<file path="config.mk">
export PLATFORM = sky130hd
export DESIGN_NAME = env_census_flat
export DESIGN_NICKNAME = d
export VERILOG_FILES = /design/src/rtl/env_census_if.sv /design/src/rtl/env_census.sv /design/src/flat_wrapper.sv
export SDC_FILE = /design/constraint.sdc
export NUM_CORES = 1
export LEC_CHECK = 0
export ABC_AREA = 1
export CAP_MARGIN = 20
export CORE_MARGIN = 4
export CORE_UTILIZATION = 38
export CTS_BUF_LIST = sky130_fd_sc_hd__clkbuf_16
export CTS_CLUSTER_SIZE = 14
export DETAILED_ROUTE_END_ITERATION = 10
export DONT_BUFFER_PORTS = 1
export PLACE_DENSITY_LB_ADDON = 0.1
export SYNTH_ARGS = -nofsm -noshare
export SYNTH_HDL_FRONTEND = slang
export SYNTH_SLANG_ARGS = --single-unit
</file>
<file path="constraint.sdc">
create_clock -name Clk -period 5.79 [get_ports Clk]
set_input_delay 0.8685 -clock Clk [delete_from_list [all_inputs] [get_ports Clk]]
set_output_delay 0.8685 -clock Clk [all_outputs]
set_load 0.05 [all_outputs]
</file>
<file path="src/rtl/env_census_if.sv">
// Environment census bus: sweep control, environment lookup port and census results.
// Clock and reset stay as plain ports on the census block.
interface env_census_if #(
    parameter int X_bits      = 8,
    parameter int Y_bits      = 7,
    parameter int SIGNAL_bits = 4
);
    logic                                start;
    logic                                hold;
    logic [X_bits-1:0]                   lookup_X;
    logic [Y_bits-1:0]                   lookup_Y;
    logic                                lookup_sugar;
    logic [SIGNAL_bits-1:0]              lookup_signal;
    logic                                busy;
    logic                                done;
    logic [X_bits+Y_bits-1:0]            sugar_count;
    logic [SIGNAL_bits+X_bits+Y_bits-1:0] signal_sum;
    logic [SIGNAL_bits-1:0]              signal_max;
    logic [X_bits-1:0]                   max_x;
    logic [Y_bits-1:0]                   max_y;

    modport master (
        output start, hold, lookup_sugar, lookup_signal,
        input  lookup_X, lookup_Y, busy, done,
        input  sugar_count, signal_sum, signal_max, max_x, max_y
    );

    modport slave (
        input  start, hold, lookup_sugar, lookup_signal,
        output lookup_X, lookup_Y, busy, done,
        output sugar_count, signal_sum, signal_max, max_x, max_y
    );
endinterface

</file>
<file path="src/rtl/env_census.sv">
// Environment census: raster-scans the grid through a one-cycle-latency lookup port and
// accumulates sugar count, signal sum and the strongest signal with its earliest cell.
module env_census #(
    parameter int X_bits      = 8,
    parameter int Y_bits      = 7,
    parameter int SIGNAL_bits = 4,
    parameter int GRID_W      = 160,
    parameter int GRID_H      = 120
) (
    input  logic         Clk,
    input  logic         Reset,
    env_census_if.slave  bus
);
    localparam int CNT_W = X_bits + Y_bits;
    localparam int SUM_W = SIGNAL_bits + X_bits + Y_bits;
    localparam logic [X_bits-1:0] X_LAST = X_bits'(GRID_W - 1);
    localparam logic [Y_bits-1:0] Y_LAST = Y_bits'(GRID_H - 1);

    typedef enum logic [1:0] {
        IDLE  = 2'd0,
        SCAN  = 2'd1,
        DRAIN = 2'd2,
        DONE  = 2'd3
    } state_t;

    state_t                 state_r;
    state_t                 state_n_s;
    logic                   issue_s;
    logic                   clear_s;
    logic                   last_s;
    logic                   busy_n_s;
    logic                   done_n_s;

    logic [X_bits-1:0]      x_r;
    logic [Y_bits-1:0]      y_r;
    logic                   iss_valid_r;
    logic [X_bits-1:0]      iss_x_r;
    logic [Y_bits-1:0]      iss_y_r;
    logic                   busy_r;
    logic                   done_r;
    logic [CNT_W-1:0]       sugar_count_r;
    logic [SUM_W-1:0]       signal_sum_r;
    logic [SIGNAL_bits-1:0] signal_max_r;
    logic [X_bits-1:0]      max_x_r;
    logic [Y_bits-1:0]      max_y_r;

    assign last_s = (x_r == X_LAST) && (y_r == Y_LAST);

    // State register
    always_ff @(posedge Clk or posedge Reset) begin
        if (Reset) begin
            state_r <= IDLE;
        end else begin
            state_r <= state_n_s;
        end
    end

    // Next-state decode plus issue/clear strobes for the datapath
    always_comb begin
        state_n_s = state_r;
        issue_s   = 1'b0;
        clear_s   = 1'b0;
        case (state_r)
            IDLE: begin
                if (bus.start) begin
                    state_n_s = SCAN;
                    clear_s   = 1'b1;
                end else begin
                    state_n_s = IDLE;
                end
            end
            SCAN: begin
                if (!bus.hold) begin
                    issue_s = 1'b1;
                    if (last_s) begin
                        state_n_s = DRAIN;
                    end else begin
                        state_n_s = SCAN;
                    end
                end else begin
                    state_n_s = SCAN;
                end
            end
            DRAIN:   state_n_s = DONE;
            DONE:    state_n_s = IDLE;
            default: state_n_s = IDLE;
        endcase
        busy_n_s = (state_n_s == SCAN) || (state_n_s == DRAIN);
        done_n_s = (state_n_s == DONE);
    end

    // Status flags registered from the next state so they align with the state register
    always_ff @(posedge Clk or posedge Reset) begin
        if (Reset) begin
            busy_r <= 1'b0;
            done_r <= 1'b0;
        end else begin
            busy_r <= busy_n_s;
            done_r <= done_n_s;
        end
    end

    // Lookup address walk and the issue pipeline stage that tags returning data
    always_ff @(posedge Clk or posedge Reset) begin
        if (Reset) begin
            x_r         <= '0;
            y_r         <= '0;
            iss_valid_r <= 1'b0;
            iss_x_r     <= '0;
            iss_y_r     <= '0;
        end else begin
            iss_valid_r <= issue_s;
            if (issue_s) begin
                iss_x_r <= x_r;
                iss_y_r <= y_r;
            end else begin
                iss_x_r <= iss_x_r;
                iss_y_r <= iss_y_r;
            end
            // Parking the address at (0,0) after the final issue keeps DRAIN/DONE/IDLE at origin
            if (clear_s) begin
                x_r <= '0;
                y_r <= '0;
            end else if (issue_s) begin
                if (last_s) begin
                    x_r <= '0;
                    y_r <= '0;
                end else if (x_r == X_LAST) begin
                    x_r <= '0;
                    y_r <= y_r + Y_bits'(1);
                end else begin
                    x_r <= x_r + X_bits'(1);
                    y_r <= y_r;
                end
            end else begin
                x_r <= x_r;
                y_r <= y_r;
            end
        end
    end

    // Result accumulation from data returned one cycle after each issue
    always_ff @(posedge Clk or posedge Reset) begin
        if (Reset) begin
            sugar_count_r <= '0;
            signal_sum_r  <= '0;
            signal_max_r  <= '0;
            max_x_r       <= '0;
            max_y_r       <= '0;
        end else if (clear_s) begin
            sugar_count_r <= '0;
            signal_sum_r  <= '0;
            signal_max_r  <= '0;
            max_x_r       <= '0;
            max_y_r       <= '0;
        end else if (iss_valid_r) begin
            sugar_count_r <= sugar_count_r + CNT_W'(bus.lookup_sugar);
            signal_sum_r  <= signal_sum_r + SUM_W'(bus.lookup_signal);
            // Strict compare so ties keep the earliest raster cell
            if (bus.lookup_signal > signal_max_r) begin
                signal_max_r <= bus.lookup_signal;
                max_x_r      <= iss_x_r;
                max_y_r      <= iss_y_r;
            end else begin
                signal_max_r <= signal_max_r;
                max_x_r      <= max_x_r;
                max_y_r      <= max_y_r;
            end
        end else begin
            sugar_count_r <= sugar_count_r;
            signal_sum_r  <= signal_sum_r;
            signal_max_r  <= signal_max_r;
            max_x_r       <= max_x_r;
            max_y_r       <= max_y_r;
        end
    end

    assign bus.lookup_X    = x_r;
    assign bus.lookup_Y    = y_r;
    assign bus.busy        = busy_r;
    assign bus.done        = done_r;
    assign bus.sugar_count = sugar_count_r;
    assign bus.signal_sum  = signal_sum_r;
    assign bus.signal_max  = signal_max_r;
    assign bus.max_x       = max_x_r;
    assign bus.max_y       = max_y_r;
endmodule

</file>
<file path="src/flat_wrapper.sv">
// flat-port wrapper written by rule: the top's interface ports become plain ports
module env_census_flat 
#(
    parameter int X_bits      = 8,
    parameter int Y_bits      = 7,
    parameter int SIGNAL_bits = 4,
    parameter int GRID_W      = 160,
    parameter int GRID_H      = 120
)
  (Clk, Reset, bus_start, bus_hold, bus_lookup_sugar, bus_lookup_signal, bus_lookup_X, bus_lookup_Y, bus_busy, bus_done, bus_sugar_count, bus_signal_sum, bus_signal_max, bus_max_x, bus_max_y);
  env_census_if #(.X_bits(X_bits), .Y_bits(Y_bits), .SIGNAL_bits(SIGNAL_bits)) bus_i ();
  input  logic Clk;
  input  logic Reset;
  input wire logic [$bits(bus_i.start)-1:0] bus_start;
  input wire logic [$bits(bus_i.hold)-1:0] bus_hold;
  input wire logic [$bits(bus_i.lookup_sugar)-1:0] bus_lookup_sugar;
  input wire logic [$bits(bus_i.lookup_signal)-1:0] bus_lookup_signal;
  output wire logic [$bits(bus_i.lookup_X)-1:0] bus_lookup_X;
  output wire logic [$bits(bus_i.lookup_Y)-1:0] bus_lookup_Y;
  output wire logic [$bits(bus_i.busy)-1:0] bus_busy;
  output wire logic [$bits(bus_i.done)-1:0] bus_done;
  output wire logic [$bits(bus_i.sugar_count)-1:0] bus_sugar_count;
  output wire logic [$bits(bus_i.signal_sum)-1:0] bus_signal_sum;
  output wire logic [$bits(bus_i.signal_max)-1:0] bus_signal_max;
  output wire logic [$bits(bus_i.max_x)-1:0] bus_max_x;
  output wire logic [$bits(bus_i.max_y)-1:0] bus_max_y;
  assign bus_i.start = bus_start;
  assign bus_i.hold = bus_hold;
  assign bus_i.lookup_sugar = bus_lookup_sugar;
  assign bus_i.lookup_signal = bus_lookup_signal;
  assign bus_lookup_X = bus_i.lookup_X;
  assign bus_lookup_Y = bus_i.lookup_Y;
  assign bus_busy = bus_i.busy;
  assign bus_done = bus_i.done;
  assign bus_sugar_count = bus_i.sugar_count;
  assign bus_signal_sum = bus_i.signal_sum;
  assign bus_signal_max = bus_i.signal_max;
  assign bus_max_x = bus_i.max_x;
  assign bus_max_y = bus_i.max_y;
  env_census #(.X_bits(X_bits), .Y_bits(Y_bits), .SIGNAL_bits(SIGNAL_bits), .GRID_W(GRID_W), .GRID_H(GRID_H)) u_core (.Clk(Clk), .Reset(Reset), .bus(bus_i));
endmodule
</file>
-- Word level (Yosys, flattened, before mapping)
Index checks and enable logic that the tools add are counted.
- latch bits: 0
- memories: 0
- register bits after elaboration: 88
- memory bits (writable): 0
- logic and storage cells: 64
- output and inout port bits: 70
- ROM bits: 0
- shifts and indexed selects: 0
- equality and inequality tests: 8
- divide/modulo/power cells: 0
- multiply operators: 0
- $lt $le $gt $ge: 1
- add/sub/neg operators: 4
- multiplexer cells: 29
- bitwise logic cells: 0
- reduce and logical (&&, ||, !) cells: 9
- operators with widths (kind ; count):
    two-way mux 8 bit ; 7
    two-way mux 7 bit ; 7
    two-way mux 19 bit ; 2
    two-way mux 15 bit ; 2
    adder 19 x 4 -> 19 bit ; 1
    adder 15 x 1 -> 15 bit ; 1
    two-way mux 4 bit ; 3
    adder 8 x 1 -> 8 bit (second input constant) ; 1
    == test 2 bit (second input constant) ; 4
    == test 8 bit (second input constant) ; 1
    case mux 2 bit (4 select lines) ; 1
    adder 7 x 1 -> 7 bit (second input constant) ; 1
    == test 7 bit (second input constant) ; 1
    nonzero test 2 bit ; 3
    two-way mux 1 bit ; 5
    == test 2 x 1 -> 1 bit (second input constant) ; 2
    > comparator 4 bit ; 1
    two-way mux 2 bit ; 2
    AND reduction 2 bit ; 2
    nonzero test 3 bit ; 1
    zero test 2 bit ; 1
    logical AND 1 bit ; 1
    logical OR 1 bit ; 1

-- Longest topological paths before layout
Gate-level depths: netlist of run 1.
- depth in word-level cells: 7
- depth in mapped cells: 11
- gate-level depth less buffers: 10

-- Least setup slack after synthesis of run 1
No wires, ideal clock.
- path kind: input to register
- from: input port bus_lookup_signal[0]
- to: register u_core.signal_sum_r[14] (netlist: u_core.bus.signal_sum[14])
- library setup time: 117 ps
- stages on the path: 10
- path buffers: 0
- arrival time: 2078 ps
- setup slack: 3595 ps
- cells stage by stage: ha_1 > fa_1 > inv_1 > nor2_2 > nor2_2 > nor2_4 > nand3_1 > nand2_1 > nand2_1 > nor2_1
- cells in the longest elaborated chain, start to end: 3
- RTL lines (what ; line ; text):
    from (decl) ; flat_wrapper.sv:17 ; input wire logic [$bits(bus_i.lookup_signal)-1:0] bus_lookup_signal;
    adder 19 x 4 -> 19 bit ; env_census.sv:158 ; signal_sum_r <= signal_sum_r + SUM_W'(bus.lookup_signal);
    two-way mux 19 bit ; env_census.sv:156 ; end else if (iss_valid_r) begin
    two-way mux 19 bit ; env_census.sv:150 ; end else if (clear_s) begin
    to (signal assigned) ; env_census.sv:158 ;
    to (signal assigned) ; env_census.sv:171 ; signal_sum_r <= signal_sum_r;
    to (decl) ; env_census.sv:42 ; logic [SUM_W-1:0] signal_sum_r;
Every way passes these cells. The select of a mux whose other input is x is not followed.
A chain may end at the register's enable or synchronous reset.

-- Worst setup path in the final report of run 1
- from: input port bus_start
- to: register u_core.sugar_count_r[12] (netlist: u_core.bus.sugar_count[12])
- cells in the longest elaborated chain, start to end: 3
- elaborated cells on any way between the ends: 4
- RTL lines (what ; line ; text):
    from (decl) ; flat_wrapper.sv:14 ; input wire logic [$bits(bus_i.start)-1:0] bus_start;
    two-way mux 1 bit * ; env_census.sv:65 ; if (bus.start) begin
    two-way mux 1 bit * ; env_census.sv:63 ; case (state_r)
    two-way mux 15 bit / nonzero test 2 bit (equally long branches) ; -- ;
    to (signal assigned) ; env_census.sv:157 ; sugar_count_r <= sugar_count_r + CNT_W'(bus.lookup_sugar);
    to (signal assigned) ; env_census.sv:170 ; sugar_count_r <= sugar_count_r;
    to (decl) ; env_census.sv:41 ; logic [CNT_W-1:0] sugar_count_r;
Mark *: on every way between the ends. The rest lies on a longest branch, timed or not.

==> results of run 1 <==
[state kept, by name, indices dropped and copies added (netlist names), 2 cells and up]
| register | count |
|---|---|
| u_core.bus.max_x | 8 |
| u_core.bus.signal_max | 4 |
| u_core.bus.signal_sum | 19 |
| u_core.iss_x_r | 8 |
| u_core.bus.lookup_X | 8 |
| u_core.bus.sugar_count | 15 |
| u_core.state_r | 2 |
| u_core.iss_y_r | 7 |
| u_core.bus.max_y | 7 |
| u_core.bus.lookup_Y | 7 |
[power by group through the flow]
stage,Clock (mW),Combinational (mW),Sequential (mW)
after floorplan,0,0.395,1.36
after global placement,0,0.462,1.44
after detailed placement,0,0.475,1.44
after CTS,0.561,0.479,1.43
after global routing,0.590,0.559,1.45
final,0.547,0.474,1.42
[stage by stage]
step	hold WS, ns	instances
floorplan	0.442	560
CTS	0.454	706
finish	0.434	706
global placement	0.456	690
detailed placement	0.463	690
global route	0.475	706
[final cells by class]
cell class | count | area [sq um] | share of cell area, %
timing repair buffer | 2 | 15.0 | 0.303
clock buffer | 9 | 225 | 4.55
clock inverter | 7 | 47.5 | 0.961
inverter | 61 | 238 | 4.80
sequential | 88 | 2200 | 44.5
tap | 143 | 179 | 3.62
multi-input combinational | 396 | 2040 | 41.3
[how the worst max path moves through the flow]
stage	slack, ns	cells past startpoint	to	start
4_1_cts	3.16	6	u_core.bus.sugar_count[12]	bus_start
5_1_grt	2.92	6	u_core.bus.signal_sum[8]	bus_start
3_5_place_dp	2.80	6	u_core.bus.sugar_count[10]	bus_start
3_3_place_gp	2.88	6	u_core.bus.sugar_count[10]	bus_start
2_1_floorplan	2.64	1	u_core.bus.busy	Reset
6_report	3.23	6	u_core.bus.sugar_count[12]	bus_start
[worst max-delay path, stage by stage]
cell	delay (ns)
nand3_2	0.05
buf_4	0.52
inv_1	0.30
nor2_1	0.61
inv_1	0.22
o21ai_0	0.20
[per-layer routing]
layer  vias up  GRT usage (%)  routed length (um)
met5         -              0                   0
met4         0           5.13                 178
met3        13           6.15                 845
met2        84           23.9                4810
met1      1732           24.4                5490
li1       1836              -                   -
[cells in the final DEF, fill, tap and decap left out, types with 7 or more instances in the layout]
cell,synthesis,final
dfrtp_1,88,88
ha_1,13,13
nor3_1,18,18
nand3_1,43,43
a21oi_1,14,14
nor2_1,47,47
nand2_1,155,155
inv_1,58,57
nand4_1,21,21
clkbuf_16,0,9
xor2_1,7,7
o21ai_0,34,34
[logic make-up after synthesis]
family                     count (synthesis)  share of synthesized area [%]
DFF                                       88                           48.2
buffers and inverters                     76                           7.09
xor gates and xnor gates                   8                           1.53
AOI/OAI and AO/OA                         62                           7.26
and+or+nand+nor                          312                           31.9
adders and majority gates                 14                           4.00
==> flow_metrics.env, run 1 <==
export IMPL_status="completed"
export IMPL_share_comb_of_total_power_pct=19.4
export IMPL_dp_hpwl_um=7950
export IMPL_pre_cts_ws_ns=2.80
export IMPL_fin_util_pct=42.6
export IMPL_p_int_mw=1.22
export IMPL_insertion_delay_ns=0.34
export IMPL_fp_dieH_um=118
export IMPL_clockRootBuffer="clkbuf_16"
export IMPL_cp_end_kind="flip-flop"
export IMPL_die_area_sq_um=13800
export IMPL_synth_cells=560
export IMPL_cts_setup_buffers=0
export IMPL_p_sw_mw=1.22
export IMPL_cts_hold_buf=0
export IMPL_p_per_area_nw_per_um2=493
export IMPL_yosysWarnings=0
export IMPL_ios=79
export IMPL_total_power_mw=2.44
export IMPL_final_area_sq_um=4950
export IMPL_synth_top_area_share_pct=48.2
export IMPL_drc=0
export IMPL_worst_slew_pin_slew_ns=1.08
export IMPL_fin_ws_ns=3.23
export IMPL_fin_worst_skew_ns=0.00626
export IMPL_rr_endpoint="u_core.bus.sugar_count[12]"
export IMPL_yosysSeqAreaShare_pct=48.2
export IMPL_syn_mean_instance_area_sq_um=8.16
export IMPL_initial_core_util_pct=39.3
export IMPL_crit_type="in2reg"
export IMPL_avgViaCountPerCell=5.19
export IMPL_cts_made_buffers=9
export IMPL_portBuffers=0
export IMPL_peakVddDrop_uv=154
export IMPL_r2r_start="u_core.state_r[1]"
export IMPL_synth_seq_cells=88
export IMPL_clk_path_buf_depth=2
export IMPL_startpoint_type="primary input"
export IMPL_layout_nets=581
export IMPL_setup_violations=0
export IMPL_synthToLayoutAreaGrowth_pct=8.33
export IMPL_period_share_pct=44.2
export IMPL_ys_async_sr_fraction_pct=100
export IMPL_grt_overflow=0
export IMPL_cts_tree="yes"
export IMPL_hold_path_class="in2async"
export IMPL_final_fill_count=1202
export IMPL_routed_via_count=3665
export IMPL_synth_area_sq_um=4570
export IMPL_cp_required_ns=6.05
export IMPL_synth_top_cell_by_area="dfrtp_1"
export IMPL_yosysUniqueCellTypes=40
export IMPL_power_frac_clock_pct=22.4
export IMPL_routed_wl_um=11300
export IMPL_r2r_cells=7
export IMPL_synthTopCellsByCount="nand2_1, dfrtp_1, inv_1"
export IMPL_p_sw_share_pct=49.9
export IMPL_core_sq_um=11600
export IMPL_p_leak_nw=2.38
export IMPL_yosys_cell_count_top_type="nand2_1"
export IMPL_finalCriticalPeriod_ns=2.56
export IMPL_detail_route_wl_per_cell_um=16.0
export IMPL_fin_setup_tns_ns=0
export IMPL_post_cts_resized=0
export IMPL_rsz0062_at_grt="no"
export IMPL_synth_ff_type="dfrtp_1"
export IMPL_slew_headroom_pct=27.8
export IMPL_drv_slew=0
export IMPL_p_seq_share_pct=58.2
export IMPL_ant_nets=0
export IMPL_cap_viol_max_count=0
export IMPL_rows=39
export IMPL_die_w_um=118
export IMPL_drive_gt1_share_pct=8.53
export IMPL_grt_pass1_wl_um=19300
export IMPL_cp_max_fo=60
export IMPL_synth_edf_count=0
export IMPL_post_dp_cell_area_sq_um=4680
export IMPL_initialDrtViolationCount=281
export IMPL_grt_max_degree=61
export IMPL_diodes=0
export IMPL_synth_area_leaders="dfrtp_1, nand2_1, inv_1"
export IMPL_hold_viol_final=0
export IMPL_grt_pass1_vias=3570
export IMPL_grtUsageTotal_pct=17.0
export IMPL_max_freq_ghz=0.391
export IMPL_worst_ep_arrival_time_ns=2.82
export IMPL_antenna_found_initial=0
export IMPL_clkSinkCount=88
export IMPL_gp_congestion=0.816
export IMPL_h_tree_depth=3
export IMPL_clkTransAtPathRegs_ns=0.07
export IMPL_reg2reg_slack_ns=3.29
export IMPL_dr_pass1_iters=4
export IMPL_syn_num_nets=583
No activity file was read; power rests on OpenSTA's default activity.
==> run 2, diff against run 1 <==
==> constraint.sdc (replaced) <==
create_clock -name Clk -period 2.2 [get_ports Clk]
set_input_delay 0.33 -clock Clk [delete_from_list [all_inputs] [get_ports Clk]]
set_output_delay 0.33 -clock Clk [all_outputs]
set_load 0.05 [all_outputs]
==> run 2 against run 1 <==
Against the previous run:
- cell count grew 7.9%
- core utilization grew 4.2 points
- final area grew 9.8%
- critical path depth grew 4
- via count grew 3.7%
- die area is the same
- non-clock buffer count grew 56
- count of clock-buffer cells in the layout is the same
- register-to-register slack lost 3.0 ns
- power grew to 2.9 times the previous value
- sequential power grew 89%
- setup slack lost 2.9 ns
==> flow_metrics.env, run 2 (synthesized netlist as in run 1, its figures left out) <==
export IMPL_die_area_sq_um=13800
export IMPL_rows=39
export IMPL_worst_slew_pin_slew_ns=0.826
export IMPL_dp_hpwl_um=8390
export IMPL_detail_route_wl_per_cell_um=15.0
export IMPL_h_tree_depth=3
export IMPL_setup_violations=0
export IMPL_core_sq_um=11600
export IMPL_cp_max_fo=6
export IMPL_largest_reg_flops=19
export IMPL_post_cts_resized=0
export IMPL_fp_dieH_um=118
export IMPL_status="completed"
export IMPL_cts_tree="yes"
export IMPL_reg2reg_slack_ns=0.31
export IMPL_critPathBufInv=1
export IMPL_initialDrtViolationCount=227
export IMPL_cp_required_ns=2.44
export IMPL_drv_slew=0
export IMPL_cpPeakStageDelay_ns=0.41
export IMPL_cap_viol_max_count=0
export IMPL_die_w_um=118
export IMPL_r2r_start="u_core.bus.signal_sum[0]"
export IMPL_hold_path_end="u_core.bus.signal_max[0]"
export IMPL_fin_setup_tns_ns=0
export IMPL_synthToLayoutAreaGrowth_pct=19.0
export IMPL_cts_setup_buffers=0
export IMPL_cp_end_kind="flip-flop"
export IMPL_drc=0
export IMPL_fin_worst_skew_ns=0.00714
export IMPL_fin_ws_ns=0.311
export IMPL_hold_path_class="in2reg"
export IMPL_final_common_cell="nand2_1"
export IMPL_rsz0062_at_grt="no"
export IMPL_avgViaCountPerCell=4.99
export IMPL_crit_type="reg2reg"
export IMPL_antenna_found_initial=0
export IMPL_p_per_area_nw_per_um2=1300
export IMPL_fin_util_pct=46.8
export IMPL_ant_nets=0
export IMPL_cp_slowest_cell="fa_1"
export IMPL_grt_pass1_wl_um=19400
export IMPL_diodes=0
export IMPL_routed_wl_um=11400
export IMPL_r2r_cells=10
export IMPL_finalCriticalPeriod_ns=1.89
export IMPL_cts_hold_buf=1
export IMPL_holdPathStages=2
export IMPL_mostFrequentLayoutCells="nand2_1, dfrtp_1, inv_1, buf_4, nor2_1"
export IMPL_peakVddDrop_uv=506
export IMPL_layout_nets=637
export IMPL_clk_path_buf_depth=2
export IMPL_grt_max_degree=43
export IMPL_clkTransAtPathRegs_ns=0.07
export IMPL_startpoint_type="flip-flop"
export IMPL_clkSinkCount=88
export IMPL_hold_viol_final=0
export IMPL_final_fill_count=1150
export IMPL_cts_made_buffers=9
export IMPL_slew_headroom_pct=44.7
export IMPL_period_share_pct=85.8
export IMPL_rr_endpoint="u_core.bus.signal_sum[14]"
export IMPL_initial_core_util_pct=39.3
export IMPL_portBuffers=0
export IMPL_ios=79
export IMPL_routed_via_count=3800
export IMPL_cp_cell_sequence="ha_1, fa_1, inv_1, nor2_2, nor2_2, nor2_4, nand3_1, nand2_1, nand2_1, nor2_1"
export IMPL_min_from="bus_lookup_signal[0]"
export IMPL_max_freq_ghz=0.530
export IMPL_cp_top_family="simple AND/OR/NAND/NOR gates"
export IMPL_dr_pass1_iters=5
export IMPL_worst_ep_arrival_time_ns=2.13
export IMPL_pre_cts_ws_ns=0.310
export IMPL_gp_congestion=0.852
export IMPL_insertion_delay_ns=0.35
export IMPL_grt_overflow=0
export IMPL_grtUsageTotal_pct=17.3
export IMPL_clockRootBuffer="clkbuf_16"
export IMPL_p_leak_nw=2.70
export IMPL_grt_pass1_vias=3629
export IMPL_drive_gt1_share_pct=17.0
==> run 2: cell count changes in the layout (fill, tap and decap cells not counted) <==
| cell | change |
|---|---|
| clkinv_2 | -1 |
| bufinv_16 | +2 |
| clkinvlp_4 | -2 |
| inv_8 | +2 |
| buf_4 | +55 |
| dlygate4sd3_1 | +1 |
| clkinv_1 | -2 |
| inv_6 | +1 |
==> run 2: how the worst max path moves through the flow <==
stage	start	end	slack [ns]	cells after the start
2_1_floorplan	u_core.bus.lookup_X[1]	u_core.bus.busy	0.19	7
3_3_place_gp	u_core.bus.signal_sum[0]	u_core.bus.signal_sum[14]	0.37	10
3_5_place_dp	u_core.bus.signal_sum[0]	u_core.bus.signal_sum[14]	0.31	10
4_1_cts	u_core.bus.signal_sum[0]	u_core.bus.signal_sum[14]	0.31	10
5_1_grt	u_core.bus.signal_sum[0]	u_core.bus.signal_sum[8]	0.16	8
6_report	u_core.bus.signal_sum[0]	u_core.bus.signal_sum[14]	0.31	10
==> run 2: layout make-up <==
cell class	instances	area (sq um)	area share, %
Clock inverter	7	109	2.00
Clock buffer	9	225	4.14
Timing Repair Buffer	58	438	8.06
Multi-Input combinational cell	396	2040	37.6
Inverter	61	240	4.42
Sequential cell	88	2200	40.5
Tap cell	143	179	3.29
==> run 2: through the flow <==
stage	hold WS (ns)	cells	power, mW	area (sq um)
floorplan	0.440	560	4.63	4570
global placement	0.347	745	5.37	5090
detailed placement	0.350	745	5.41	5090
CTS	0.0813	762	7.17	5440
global route	0.102	762	7.54	5440
finish	0.0963	762	7.09	5440
==> run 2: per-layer routing <==
layer,GRT usage (%),wire [um],vias to the layer above
li1,-,-,1945
met1,24.5,5600,1778
met2,24.3,4830,67
met3,6.68,823,10
met4,5.05,144,0
met5,0,0,-
==> run 2: power breakdown <==
part	leakage, nW	switching, mW	internal, mW
Combinational	1.39	1.92	0.754
Sequential	1.15	0.651	2.04
Clock	0.164	0.710	1.02
Total	2.70	3.28	3.81
==> run 3, diff against run 2 <==
--- a/config.mk
+++ b/config.mk
@@ -10,7 +10,7 @@
 export CORE_MARGIN = 4
 export CORE_UTILIZATION = 38
 export CTS_BUF_LIST = sky130_fd_sc_hd__clkbuf_16
-export CTS_CLUSTER_SIZE = 14
+export CTS_CLUSTER_SIZE = 30
 export DETAILED_ROUTE_END_ITERATION = 10
 export DONT_BUFFER_PORTS = 1
 export PLACE_DENSITY_LB_ADDON = 0.1
==> results of run 3 <==
The final DEF is identical to that of run 2; final timing and power are the same.
